[src/rtl/demux_dispatch_2ch.sv]
// demux_dispatch_2ch
// Sequential stage sitting directly in front of a 1-to-2 demux. It accepts a
// valid/ready word stream and picks a destination channel for each word. The
// word is held in a one-entry buffer and offered on a one-hot out_valid pair.
// Each channel has a saturating count of words delivered on it.
//
// Parameters
//   DATA_W    width of the data word
//   CNT_W     width of each per-channel delivery counter
//
// Ports
//   clk        clock, all state updates on the rising edge
//   rst        asynchronous active-high reset
//   in_data    incoming word
//   in_valid   incoming word present
//   in_ready   block can take a word this cycle
//   sel_mode   0 = steer by in_sel, 1 = steer by internal round-robin pointer
//   in_sel     explicit channel select (used only when sel_mode = 0)
//   out_data   buffered word, shared by both channels
//   out_valid  one-hot offer of the buffered word to channel 0 / channel 1
//   out_ready  per-channel consumer ready
//   cur_sel    channel of the buffered word, drives the demux select
//   cnt0       words delivered on channel 0 (saturating)
//   cnt1       words delivered on channel 1 (saturating)
module demux_dispatch_2ch #(
   parameter int DATA_W = 8,
   parameter int CNT_W  = 8
) (
   input  logic              clk,
   input  logic              rst,
   input  logic [DATA_W-1:0] in_data,
   input  logic              in_valid,
   output logic              in_ready,
   input  logic              sel_mode,
   input  logic              in_sel,
   output logic [DATA_W-1:0] out_data,
   output logic [1:0]        out_valid,
   input  logic [1:0]        out_ready,
   output logic              cur_sel,
   output logic [CNT_W-1:0]  cnt0,
   output logic [CNT_W-1:0]  cnt1
);

   localparam logic [CNT_W-1:0] CNT_MAX = '1;

   logic              full;
   logic [DATA_W-1:0] data_q;
   logic              sel_q;
   logic              rr;
   logic [CNT_W-1:0]  cnt0_q;
   logic [CNT_W-1:0]  cnt1_q;

   logic              delivery;
   logic              accept;
   logic              next_sel;

   // Handshake decode. The consumer that is not selected is ignored, and
   // in_ready never looks at in_valid so there is no valid->ready loop.
   // Freeing the buffer in the same cycle it drains lets one word per cycle
   // flow through without a bubble.
   always_comb begin
      delivery = full & out_ready[sel_q];
      in_ready = ~full | delivery;
      accept   = in_valid & in_ready;
      next_sel = sel_mode ? rr : in_sel;
   end

   // Output view: the buffered word is offered only on its own channel, which
   // matches a demux fed with "word present" and selected by cur_sel.
   always_comb begin
      out_data  = data_q;
      cur_sel   = sel_q;
      out_valid = {full & sel_q, full & ~sel_q};
      cnt0      = cnt0_q;
      cnt1      = cnt1_q;
   end

   // Buffer and channel register. A new word overwrites the buffer whether or
   // not the old word is leaving this cycle; a delivery without a new word
   // just clears the full flag and leaves data/select at their old values.
   always_ff @(posedge clk or posedge rst) begin
      if (rst) begin
         full   <= 1'b0;
         data_q <= '0;
         sel_q  <= 1'b0;
      end else if (accept) begin
         full   <= 1'b1;
         data_q <= in_data;
         sel_q  <= next_sel;
      end else if (delivery) begin
         full   <= 1'b0;
      end
   end

   // Round-robin pointer. It only advances when it was actually used to steer
   // a word, so explicit-mode traffic interleaved with alternate-mode traffic
   // does not disturb the alternation.
   always_ff @(posedge clk or posedge rst) begin
      if (rst) begin
         rr <= 1'b0;
      end else if (accept && sel_mode) begin
         rr <= ~rr;
      end
   end

   // Delivery counters. Only the counter of the channel being served can
   // move in a given cycle, and each one sticks at its maximum instead of
   // wrapping.
   always_ff @(posedge clk or posedge rst) begin
      if (rst) begin
         cnt0_q <= '0;
         cnt1_q <= '0;
      end else if (delivery) begin
         if (sel_q) begin
            if (cnt1_q != CNT_MAX) cnt1_q <= cnt1_q + 1'b1;
         end else begin
            if (cnt0_q != CNT_MAX) cnt0_q <= cnt0_q + 1'b1;
         end
      end
   end

endmodule
[config.mk]
export PLATFORM = sky130hd
export DESIGN_NAME = demux_dispatch_2ch
export DESIGN_NICKNAME = d
export VERILOG_FILES = /design/src/rtl/demux_dispatch_2ch.sv
export SDC_FILE = /design/constraint.sdc
export NUM_CORES = 1
export LEC_CHECK = 0
export CORE_UTILIZATION = 30
export DETAILED_ROUTE_END_ITERATION = 10
export PLACE_DENSITY = 0.52
export SLEW_MARGIN = 20
export SYNTH_ARGS = -nofsm -noshare
export SYNTH_HDL_FRONTEND = slang
export SYNTH_SLANG_ARGS = --single-unit
[constraint.sdc]
create_clock -name clk -period 1.87 [get_ports clk]
set_input_delay 0.374 -clock clk [delete_from_list [all_inputs] [get_ports clk]]
set_output_delay 0.374 -clock clk [all_outputs]
set_load 0.01 [all_outputs]
==> flow_metrics.py, run 1 <==
metrics = {
    "run_status": {
        "outcome": "finished, final reports clean",
    },
    "die": {
        "die_area_um2": 4550,
        "placementRows": 23,
        "core_region_area_um2": 4060,
        "fp.dieH_um": 67.4,
        "initial_core_util": 0.317,
        "num_io_pins": 43,
        "die_width_um": 67.4,
    },
    "synthesis": {
        "synth_area_leaders": "dfrtp_1, mux2_4, mux2_2, xnor2_1, nand2_1",
        "postSynthAreaPerCell_um2": 12.5,
        "ys_warn_count": 0,
        "syn-instance-count": 103,
        "synth_top_area_share": 0.526,
        "synth_cell_types": 28,
        "synth_top_area_cell": "dfrtp_1",
        "netlist_area_um2": 1280,
        "synth-seq-area-share": 0.526,
        "syn-num-nets": 120,
        "ys_seq_elements": 27,
    },
    "cts": {
        "postCtsHoldBufs": 0,
        "numClockSinks": 27,
        "tritoncts": "yes",
        "clockBufferDepth": 2,
        "htreeDepth": 1,
        "numCtsBuffers": 3,
        "clock_latency_ps": 260,
        "clk_pin_slew_ps": 90,
        "clockRootBuffer": "clkbuf_8",
    },
    "global_route": {
        "grt_pass1_wl_mm": 4.44,
        "grt_pass1_vias": 959,
        "antenna_found_initial": 0,
        "grt_max_degree": 28,
        "grt-ovfl-total": 0,
        "track_usage": 0.129,
    },
    "timing": {
        "whs_ps": 455,
        "timing.final.crit_share": 0.945,
        "clock_skew_ps": 2.62,
        "layout_setup_ws_ps": 103,
        "fmax_mhz": 566,
        "rsz0062_at_grt": "no",
        "finalSetupViolCount": 0,
        "slew_headroom": 0.683,
        "finalCriticalPeriod_ps": 1770,
        "final_max_slew_viol_count": 0,
        "tightestPinTransition_ps": 475,
        "hold_violations": 0,
    },
    "route": {
        "dr.pass1.iters": 4,
        "antenna_left": 0,
        "wl_per_cell_um": 12.3,
        "dr.first_iter.drc_count": 58,
        "viasPerCell": 4.55,
        "vias": 919,
        "routed_wl_mm": 2.49,
        "drc_errors": 0,
    },
    "worst_setup_path": {
        "critical-path-max-stage-delay_ps": 470,
        "path_max_fanout": 8,
        "worstPathArrival_ps": 1390,
        "worstPathCellList": "and2_2 -> clkdlybuf4s50_1",
        "crit_path_start_kind": "register",
        "reg2reg_depth": 4,
        "cp-end-kind": "primary output",
        "crit_slowest_cell": "clkdlybuf4s50_1",
        "crit_type": "reg2out",
        "crit_required_ps": 1500,
    },
    "hold_path": {
        "hp-class": "in2async",
    },
    "power_and_ir_drop": {
        "power.density_nw_per_um2": 1180,
        "irDropWorstVdd_mv": 0.416,
        "power.leakage_nw": 0.793,
        "p_total_mw": 2.17,
    },
    "placed_design": {
        "postPlaceCellArea_um2": 1790,
        "gp_congestion": 0.764,
        "io_buffers": 42,
        "pre_cts_ws_ps": -185,
        "dp_hpwl_mm": 1.87,
    },
    "final_layout": {
        "diodes": 0,
        "final_nets": 170,
        "final_cell_area_um2": 1830,
        "drive_gt1_frac": 0.211,
        "area_delta_synth_final_pct": 42.7,
        "nFillCells": 358,
    },
    "run": {
        "drv_cap": 0,
    },
}
-- cells in the final DEF, fill, tap and decap left out, types with 4 or more instances in the layout --
| master | n |
|---|---|
| xnor2_1 | 7 |
| clkdlybuf4s50_1 | 40 |
| nand4_1 | 4 |
| nand3_1 | 4 |
| buf_4 | 4 |
| dfrtp_1 | 26 |
| nand2_1 | 12 |
| mux2_2 | 7 |
| mux2_4 | 9 |
| nand2b_1 | 5 |
-- cell type report --
type	count	area [µm²]	area share
clock buffers	4	45.0	0.0246
inverters	1	3.75	0.00205
well taps	50	62.6	0.0341
flip-flops and latches	27	677	0.369
repair buffers	46	452	0.246
multi-input cells	74	594	0.324
-- worst paths after layout --
kind | startpoint | end | slack, ps
worst max-delay path | cur_sel | out_valid[1] | 100
worst min register to register | rr | rr | 480
worst min-delay path | rst | cnt1[1] | 460
worst max register to register | cur_sel | out_data[3] | 190
min in group clk | rr | rr | 480
max in group asynchronous | rst | cur_sel | 1130
-- synth_stat cells (all sizes together) --
cell / count
nand2: 12
o21ai: 3
buf: 1
a21bo: 1
and3: 3
nor2: 3
and2: 2
nand4: 4
and4: 1
a21oi: 3
and2b: 1
nor3: 2
nand2b: 5
and3b: 1
nand3: 4
ha: 2
mux2: 16
dfrtp: 27
o21bai: 1
mux2i: 2
and4b: 1
xnor2: 7
inv: 1
-- stage by stage --
stage / utilization / instances / setup TNS (ps)
after floorplan: - / 103 / 0
after global placement: 0.440 / 198 / -1070
after detailed placement: 0.440 / 198 / -1590
after CTS: 0.451 / 202 / 0
after global routing: 0.452 / 202 / 0
final: 0.452 / 202 / 0
-- kinds of logic (layout without fill, tap and decap cells) --
logic type | Yosys count | after routing | share of synthesized area
compound gates | 8 | 8 | 0.0399
flops | 27 | 27 | 0.526
xor+xnor | 7 | 7 | 0.0477
buf+inv | 2 | 51 | 0.0117
fa+ha+maj | 2 | 2 | 0.0195
mux | 18 | 18 | 0.182
simple gates | 39 | 39 | 0.173
-- worst max-delay path, delay by kind of cell, from the launching register on --
kind	cells	cell delay, ps
buffers and inverters	1	470
flip-flops	1	460
AND/OR/NAND/NOR	1	200
-- repair_timing --
item | in CTS | in global routing
setup buffers | 0 | 0
pin swaps | 0 | 0
gates resized for setup | 2 | 1
endpoints found under the setup margin | 2 | 1
-- power breakdown --
part	internal, mW	switching, mW
combinational	0.574	0.320
sequential	0.765	0.194
clock	0.152	0.169
total	1.49	0.683
-- routing by layer --
layer | routed length, µm | vias up | track usage
met5 | 0 | - | 0
met4 | 14 | 0 | 0.0399
met3 | 113 | 2 | 0.0287
met2 | 1130 | 26 | 0.200
met1 | 1230 | 430 | 0.178
li1 | - | 461 | -
-- registers in the layout, indices dropped and copies added (netlist names) --
name      flops
rr            1
cnt1          8
out_data      8
full          1
cnt0          8
cur_sel       1
Power figures use the tool's default switching activity.
==> run 2: changes to the inputs <==
Settings changed: ABC_CLOCK_PERIOD_IN_PS set to 1870.
==> results of run 2 <==
The final DEF is identical to that of run 1; final timing and power are the same.
